==> src/rtl/uart_bus_pkg.sv <==
// Shared constants, state encoding and CTRL word builder for the
// uart_ip bus-master sequencer.
package uart_bus_pkg;

   localparam logic [7:0] OFF_CTRL   = 8'h00;
   localparam logic [7:0] OFF_STAT   = 8'h04;
   localparam logic [7:0] OFF_TXDATA = 8'h08;
   localparam logic [7:0] OFF_RXDATA = 8'h0C;

   localparam int CTRL_EN    = 0;
   localparam int CTRL_STRTX = 1;
   localparam int CTRL_BR    = 2;
   localparam int CTRL_CLK   = 8;

   localparam int STAT_TBUSY = 0;
   localparam int STAT_RXNE  = 1;

   typedef enum logic [2:0] {
      INIT_CTRL,
      IDLE_POLL,
      RD_RX,
      WR_TX,
      WR_START,
      WR_STOP,
      WAIT_HI,
      WAIT_LO
   } state_e;

   function automatic logic [31:0] ctrl_word(
      input logic       en,
      input logic       strtx,
      input logic [3:0] br,
      input logic [7:0] clkdiv
   );
      logic [31:0] w;
      w                 = '0;
      w[CTRL_EN]        = en;
      w[CTRL_STRTX]     = strtx;
      w[CTRL_BR +: 4]   = br;
      w[CTRL_CLK +: 8]  = clkdiv;
      return w;
   endfunction

endpackage

==> src/rtl/uart_bus_rr_arb.sv <==
// Two-way round-robin arbiter; the pointer only moves when both
// requesters competed for a grant that was taken.
module uart_bus_rr_arb (
   input  logic       clk,
   input  logic       rst,
   input  logic [1:0] valid,
   input  logic       advance,
   output logic [1:0] grant
);

   logic ptr_q;
   logic ptr_d;

   always_comb begin
      grant = valid;
      ptr_d = ptr_q;
      if (&valid) begin
         grant = ptr_q ? 2'b10 : 2'b01;
         if (advance) begin
            ptr_d = ~ptr_q;
         end
      end
   end

   always_ff @(posedge clk or posedge rst) begin
      if (rst) begin
         ptr_q <= 1'b0;
      end else begin
         ptr_q <= ptr_d;
      end
   end

endmodule

==> src/rtl/uart_bus_ctrl.sv <==
// Bus-master sequencer for uart_ip: programs CTRL, arbitrates two TX
// byte streams onto the transmitter and drains RX to a stream.
module uart_bus_ctrl
   import uart_bus_pkg::*;
#(
   parameter int                ADDR_W    = 32,
   parameter int                DATA_W    = 32,
   parameter int                STRB_W    = DATA_W / 8,
   parameter logic [ADDR_W-1:0] BASE_ADDR = '0,
   parameter int                START_TO  = 16
) (
   input  logic              clk,
   input  logic              rst,
   input  logic [3:0]        cfg_br,
   input  logic [7:0]        cfg_clk,
   input  logic              cfg_update,
   input  logic [7:0]        tx0_data,
   input  logic              tx0_valid,
   output logic              tx0_ready,
   input  logic [7:0]        tx1_data,
   input  logic              tx1_valid,
   output logic              tx1_ready,
   output logic [7:0]        rx_data,
   output logic              rx_valid,
   input  logic              rx_ready,
   output logic              err_start,
   output logic              busy,
   output logic [ADDR_W-1:0] m_waddr,
   output logic [DATA_W-1:0] m_wdata,
   output logic              m_wen,
   output logic [STRB_W-1:0] m_wstrb,
   input  logic              m_wready,
   output logic [ADDR_W-1:0] m_raddr,
   output logic              m_ren,
   input  logic [DATA_W-1:0] m_rdata,
   input  logic              m_rvalid
);

   localparam int CNT_W = $clog2(START_TO + 1);

   localparam logic [ADDR_W-1:0] A_CTRL = BASE_ADDR + ADDR_W'(OFF_CTRL);
   localparam logic [ADDR_W-1:0] A_STAT = BASE_ADDR + ADDR_W'(OFF_STAT);
   localparam logic [ADDR_W-1:0] A_TX   = BASE_ADDR + ADDR_W'(OFF_TXDATA);
   localparam logic [ADDR_W-1:0] A_RX   = BASE_ADDR + ADDR_W'(OFF_RXDATA);

   state_e            state_q, state_d;
   logic              wen_q, wen_d;
   logic              ren_q, ren_d;
   logic [ADDR_W-1:0] waddr_q, waddr_d;
   logic [ADDR_W-1:0] raddr_q, raddr_d;
   logic [DATA_W-1:0] wdata_q, wdata_d;
   logic [CNT_W-1:0]  cnt_q, cnt_d;
   logic              cfg_pend_q, cfg_pend_d;
   logic              rx_valid_q, rx_valid_d;
   logic [7:0]        rx_data_q, rx_data_d;

   logic             done;
   logic             launch;
   logic             grant_ev;
   logic             pend_clr;
   logic             rx_load;
   logic             err_ev;
   logic             tbusy;
   logic             rxne;
   logic [1:0]       tx_valid;
   logic [1:0]       grant;
   logic [7:0]       tx_byte;
   logic [CNT_W-1:0] cnt_nxt;
   logic             unused_rdata;

   assign done     = (wen_q & m_wready) | (ren_q & m_rvalid);
   assign tbusy    = m_rdata[STAT_TBUSY];
   assign rxne     = m_rdata[STAT_RXNE];
   assign tx_valid = {tx1_valid, tx0_valid};
   assign tx_byte  = grant[1] ? tx1_data : tx0_data;
   assign cnt_nxt  = cnt_q + 1'b1;

   assign unused_rdata = ^m_rdata[DATA_W-1:8];

   uart_bus_rr_arb u_arb (
      .clk     (clk),
      .rst     (rst),
      .valid   (tx_valid),
      .advance (grant_ev),
      .grant   (grant)
   );

   // Each completion launches the next state's transfer in the same
   // cycle; the idle path only fires once after reset.
   always_comb begin
      state_d  = state_q;
      wen_d    = wen_q;
      ren_d    = ren_q;
      waddr_d  = waddr_q;
      raddr_d  = raddr_q;
      wdata_d  = wdata_q;
      cnt_d    = cnt_q;
      launch   = 1'b0;
      grant_ev = 1'b0;
      pend_clr = 1'b0;
      rx_load  = 1'b0;
      err_ev   = 1'b0;
      if (done) begin
         wen_d  = 1'b0;
         ren_d  = 1'b0;
         launch = 1'b1;
         unique case (state_q)
            INIT_CTRL: state_d = IDLE_POLL;
            IDLE_POLL: begin
               if (rxne && !rx_valid_q) begin
                  state_d = RD_RX;
               end else if (cfg_pend_q) begin
                  state_d  = INIT_CTRL;
                  pend_clr = 1'b1;
               end else if (|tx_valid) begin
                  state_d  = WR_TX;
                  grant_ev = 1'b1;
               end
            end
            RD_RX: begin
               state_d = IDLE_POLL;
               rx_load = 1'b1;
            end
            WR_TX:    state_d = WR_START;
            WR_START: state_d = WR_STOP;
            WR_STOP: begin
               state_d = WAIT_HI;
               cnt_d   = '0;
            end
            WAIT_HI: begin
               if (tbusy) begin
                  state_d = WAIT_LO;
               end else begin
                  cnt_d = cnt_nxt;
                  if (cnt_nxt == CNT_W'(START_TO)) begin
                     err_ev  = 1'b1;
                     state_d = IDLE_POLL;
                  end
               end
            end
            WAIT_LO: begin
               if (!tbusy) begin
                  state_d = IDLE_POLL;
               end
            end
         endcase
      end else if (!wen_q && !ren_q) begin
         launch = 1'b1;
      end
      if (launch) begin
         unique case (state_d)
            INIT_CTRL, WR_STOP: begin
               wen_d   = 1'b1;
               waddr_d = A_CTRL;
               wdata_d = DATA_W'(ctrl_word(1'b1, 1'b0, cfg_br, cfg_clk));
            end
            WR_START: begin
               wen_d   = 1'b1;
               waddr_d = A_CTRL;
               wdata_d = DATA_W'(ctrl_word(1'b1, 1'b1, cfg_br, cfg_clk));
            end
            WR_TX: begin
               wen_d   = 1'b1;
               waddr_d = A_TX;
               wdata_d = DATA_W'(tx_byte);
            end
            RD_RX: begin
               ren_d   = 1'b1;
               raddr_d = A_RX;
            end
            default: begin
               ren_d   = 1'b1;
               raddr_d = A_STAT;
            end
         endcase
      end
   end

   always_comb begin
      cfg_pend_d = (cfg_pend_q & ~pend_clr) | cfg_update;
      rx_valid_d = rx_valid_q & ~rx_ready;
      rx_data_d  = rx_data_q;
      if (rx_load) begin
         rx_valid_d = 1'b1;
         rx_data_d  = m_rdata[7:0];
      end
   end

   always_ff @(posedge clk or posedge rst) begin
      if (rst) begin
         state_q    <= INIT_CTRL;
         wen_q      <= 1'b0;
         ren_q      <= 1'b0;
         waddr_q    <= BASE_ADDR;
         raddr_q    <= BASE_ADDR;
         wdata_q    <= '0;
         cnt_q      <= '0;
         cfg_pend_q <= 1'b0;
         rx_valid_q <= 1'b0;
         rx_data_q  <= '0;
      end else begin
         state_q    <= state_d;
         wen_q      <= wen_d;
         ren_q      <= ren_d;
         waddr_q    <= waddr_d;
         raddr_q    <= raddr_d;
         wdata_q    <= wdata_d;
         cnt_q      <= cnt_d;
         cfg_pend_q <= cfg_pend_d;
         rx_valid_q <= rx_valid_d;
         rx_data_q  <= rx_data_d;
      end
   end

   assign m_wen     = wen_q;
   assign m_ren     = ren_q;
   assign m_waddr   = waddr_q;
   assign m_raddr   = raddr_q;
   assign m_wdata   = wdata_q;
   assign m_wstrb   = {STRB_W{wen_q}};
   assign tx0_ready = grant_ev & grant[0];
   assign tx1_ready = grant_ev & grant[1];
   assign rx_valid  = rx_valid_q;
   assign rx_data   = rx_data_q;
   assign err_start = err_ev;
   assign busy      = (state_q != IDLE_POLL);

endmodule

==> config.mk <==
export PLATFORM = sky130hd
export DESIGN_NAME = uart_bus_ctrl
export DESIGN_NICKNAME = d
export VERILOG_FILES = /design/src/rtl/uart_bus_pkg.sv /design/src/rtl/uart_bus_rr_arb.sv /design/src/rtl/uart_bus_ctrl.sv
export SDC_FILE = /design/constraint.sdc
export NUM_CORES = 1
export LEC_CHECK = 0
export ABC_AREA = 1
export ABC_CLOCK_PERIOD_IN_PS = 2200
export BUFFER_PORTS_ARGS = -buffer_cell sky130_fd_sc_hd__buf_4
export CAP_MARGIN = 20
export CORE_UTILIZATION = 43
export CTS_BUF_LIST = sky130_fd_sc_hd__clkbuf_4
export CTS_CLUSTER_SIZE = 24
export DETAILED_ROUTE_END_ITERATION = 7
export GPL_TIMING_DRIVEN = 1
export PLACE_DENSITY_LB_ADDON = 0.1
export SETUP_SLACK_MARGIN = 0.3
export SYNTH_ARGS = -nofsm -noshare
export SYNTH_HDL_FRONTEND = slang
export SYNTH_SLANG_ARGS = --single-unit
==> constraint.sdc <==
create_clock -name clk -period 2.2 [get_ports clk]
set_input_delay 0.44 -clock clk [delete_from_list [all_inputs] [get_ports clk]]
set_output_delay 0.44 -clock clk [all_outputs]
set_load 0.005 [all_outputs]
==> results.cfg <==
[status]
run_status = finished, final reports clean

[worst_setup_path]
cp_top_family = simple AND/OR/NAND/NOR gates
critPathLaunch = cnt_q[0]$_DFFE_PP0P_
crit_arrival_ns = 2.30
cpMaxStageDelayCell = dfrtp_1
cp-end-kind = flop
worst_path_largest_cell_delay_ns = 0.44
setup.reg_to_reg.worst_slack_ns = 0.15
critical_path.reg2reg.startpoint = cnt_q[0]$_DFFE_PP0P_
crit_fanout = 4
critical_path.n_buffers_inverters = 3
start_kind = flop
path_class = reg -> reg
crit_path_cell_trace = ha_4 -> nand3_2 -> nand2_2 -> nand2_2 -> nand4_1 -> nand2_2 -> buf_6 -> nand2_4 -> a21oi_4 -> nand3_4 -> buf_12 -> buf_16 -> nand3_4 -> nand2_2
critical-path-top-cell-by-count = nand2_2
worst-endpoint-required_ns = 2.45

[yosys]
ys_seq_elements = 40
synth.distinct_cells = 34
synthesis.area_sq_um = 2710
seq_area_frac_synth_pct = 36.9
synthesis.area_per_instance_sq_um = 8.05
ys_warn_count = 0
synthCells = 337

[global_route]
antenna_found_initial = 0
grt_pass1_wl_mm = 9.05
grt-ovfl-total = 0
first_global_vias = 1966
groute.usage.overall_pct = 17.8
grt_start_max_net_pins = 41

[clocking]
insertion_delay_ns = 0.34
clock_tree.root_cell = clkbuf_4
hold_buffers = 0
htree_levels = 2
cts_buffer_depth = 2
clkSinkCount = 40
tritoncts = built
cts_inserted_buffers = 5
clk_transition_reported_paths_ns = 0.11

[pwr]
vdd_drop_max_mv = 0.674
tot_pwr_mw = 4.90
power_leakage_nw = 2.05
power_density_nw_per_um2 = 1330

[timing]
timing.setup.tns_ns = 0
setup_viol = 0
fin_worst_skew_ns = 0.00755
timing_hold_violations_final = 0
portion_of_the_clock_cycle_consumed_by_the_worst_path_in_the_final_layout_pct = 93.1
slew_headroom_pct = 65.1
setup_repair_after_global_routing_missed_its_margin = yes
fmaxAchievable_mhz = 488
max_slew_violation_total_from_the_final_report = 0
min_period_ns = 2.05
worstMarginPinSlew_ns = 0.520

[placement]
place.port_buffers = 81
detailedPlacementHpwl_mm = 3.91
dpl-instance-area_sq_um = 3130
gp_congestion = 0.786
dp.cells = 491

[die]
effective_utilization_at_floorplan_pct = 45.3
io_pins = 183
die_w_um = 81.4
num_rows = 28
design.die.area_sq_um = 6630
die_height_um = 81.4
area_inside_the_core_boundary_sq_um = 5990

[cells_and_area]
final_nets = 513
num-fill-cells = 511
multi_input_comb_area_sq_um = 1430
layout-drive-gt1-share_pct = 41.9
finalNonFillerCells = 519
area_growth_pct = 35.5
finalInstanceArea_sq_um = 3680
seqCellArea_sq_um = 1000
antenna-diode-count = 0
mostFrequentLayoutCells = buf_4 (96), nand2_1 (80), conb_1 (77)
final_common_cell = buf_4

[worst_hold_path]
min_path_type = in -> async

[detailed_routing]
final_antenna_net_count = 0
drt_first_iter_violations = 66
overall_routed_net_length_mm = 5.72
detailedRoute.firstPassIterationCount = 4
via_count = 2263
avgRoutedWirePerCell_um = 11.0
post_drt_via_cell_ratio = 4.36
drc_errors = 0

[run]
cap_viol_max_count = 0
-- state kept, by name (all words and copies together), names as in the netlist, 2 cells and up --
register / cells
state_q: 3
m_wdata: 16
rx_data: 8
m_raddr: 2
cnt_q: 5
-- per-layer routing --
metal  track usage [%]  up-vias  part of all wire (%)
met5                 0        -                     0
met2              28.7      115                    48
li1                  -     1134                     -
met4              6.61        0                   1.5
met3              2.56        9                   5.9
met1              24.1     1005                    45
-- final cells by class --
type | count | share of cell area [%]
clock buffers | 6 | 1.22
clock inverters | 1 | 0.136
inverters | 31 | 3.71
multi-input cells | 256 | 38.8
flip-flops and latches | 40 | 27.2
well taps | 75 | 2.55
repair buffers | 110 | 26.4
-- per-stage QoR --
stage	utilization [%]	hold WS [ns]	setup WS, ns
6_report	61.4	0.214	0.152
5_1_grt	61.4	0.243	0.0313
2_1_floorplan	-	0.442	0.396
3_5_place_dp	52.2	0.460	0.0186
3_3_place_gp	52.2	0.455	0.0623
4_1_cts	60.1	0.224	0.142
-- final timing paths --
| kind | endpoint | depth (start not counted) |
|---|---|---|
| setup / recovery | m_wdata[13]$_DFFE_PP0P_ | 14 |
| hold / removal | m_waddr[3]$_DFFE_PP0P_ | 3 |
| setup reg to reg | m_wdata[13]$_DFFE_PP0P_ | 14 |
| hold reg to reg | u_arb.ptr_q$_DFFE_PP0P_ | 1 |
| max in group asynchronous | m_wen$_DFF_PP0_ | 3 |
| min in group clk | rx_valid$_DFF_PP0_ | 2 |
-- Yosys cell counts --
library cell	n	share of area [%]
dfrtp_1	40	37
nor2_4	1	0.41
a21oi_4	2	1.2
nor2_1	5	0.69
clkinv_1	1	0.14
o21ai_1	1	0.18
nand2_2	4	0.92
xor2_1	1	0.32
conb_1	1	0.14
o22ai_1	1	0.23
a32o_1	1	0.37
nand4_1	6	1.4
clkinv_2	1	0.18
nand2_1	92	13
o21ai_0	7	1.3
a21oi_1	6	1.1
nand3_1	27	5.0
ha_1	1	0.46
o21bai_1	1	0.28
a21oi_2	2	0.65
nand3_2	3	1.1
nand2_4	2	0.83
o22ai_2	1	0.46
inv_1	20	2.8
nor2_2	1	0.23
mux2_2	7	2.9
buf_2	2	0.37
nor3_1	4	0.74
buf_4	82	23
nor2_8	1	0.74
buf_6	2	0.83
inv_2	9	1.2
o211ai_1	1	0.28
o31ai_1	1	0.28
-- logic make-up (layout without fill, tap and decap cells) --
kind of cell / after synthesis / after routing / share of synthesized area [%]
AND/OR/NAND/NOR: 146 / 146 / 24.8
AO/OA/AOI/OAI: 24 / 24 / 6.32
buffers and inverters: 117 / 148 / 28.2
XOR/XNOR: 1 / 1 / 0.323
multiplexers: 7 / 7 / 2.90
flip-flops: 40 / 40 / 36.9
adder cells (fa/ha/maj): 1 / 1 / 0.461
other: 1 / 77 / 0.138
-- timing repair --
item,4_1_cts,5_1_grt
setup endpoints to repair,24,24
gates resized for setup,45,19
gates cloned,4,0
buffers inserted,16,1
pin swaps,18,20
-- worst min-delay path, stage by stage --
cell,delay [ns]
buf_4,0.11
inv_1,0.04
buf_4,0.44
-- report_power, final --
| group | switching [mW] | internal, mW | total, mW |
|---|---|---|---|
| Clock | 0.232 | 0.130 | 0.362 |
| Sequential | 0.232 | 1.07 | 1.30 |
| Combinational | 1.60 | 1.63 | 3.24 |
| Total | 2.07 | 2.83 | 4.90 |
Power figures use the tool's default switching activity.
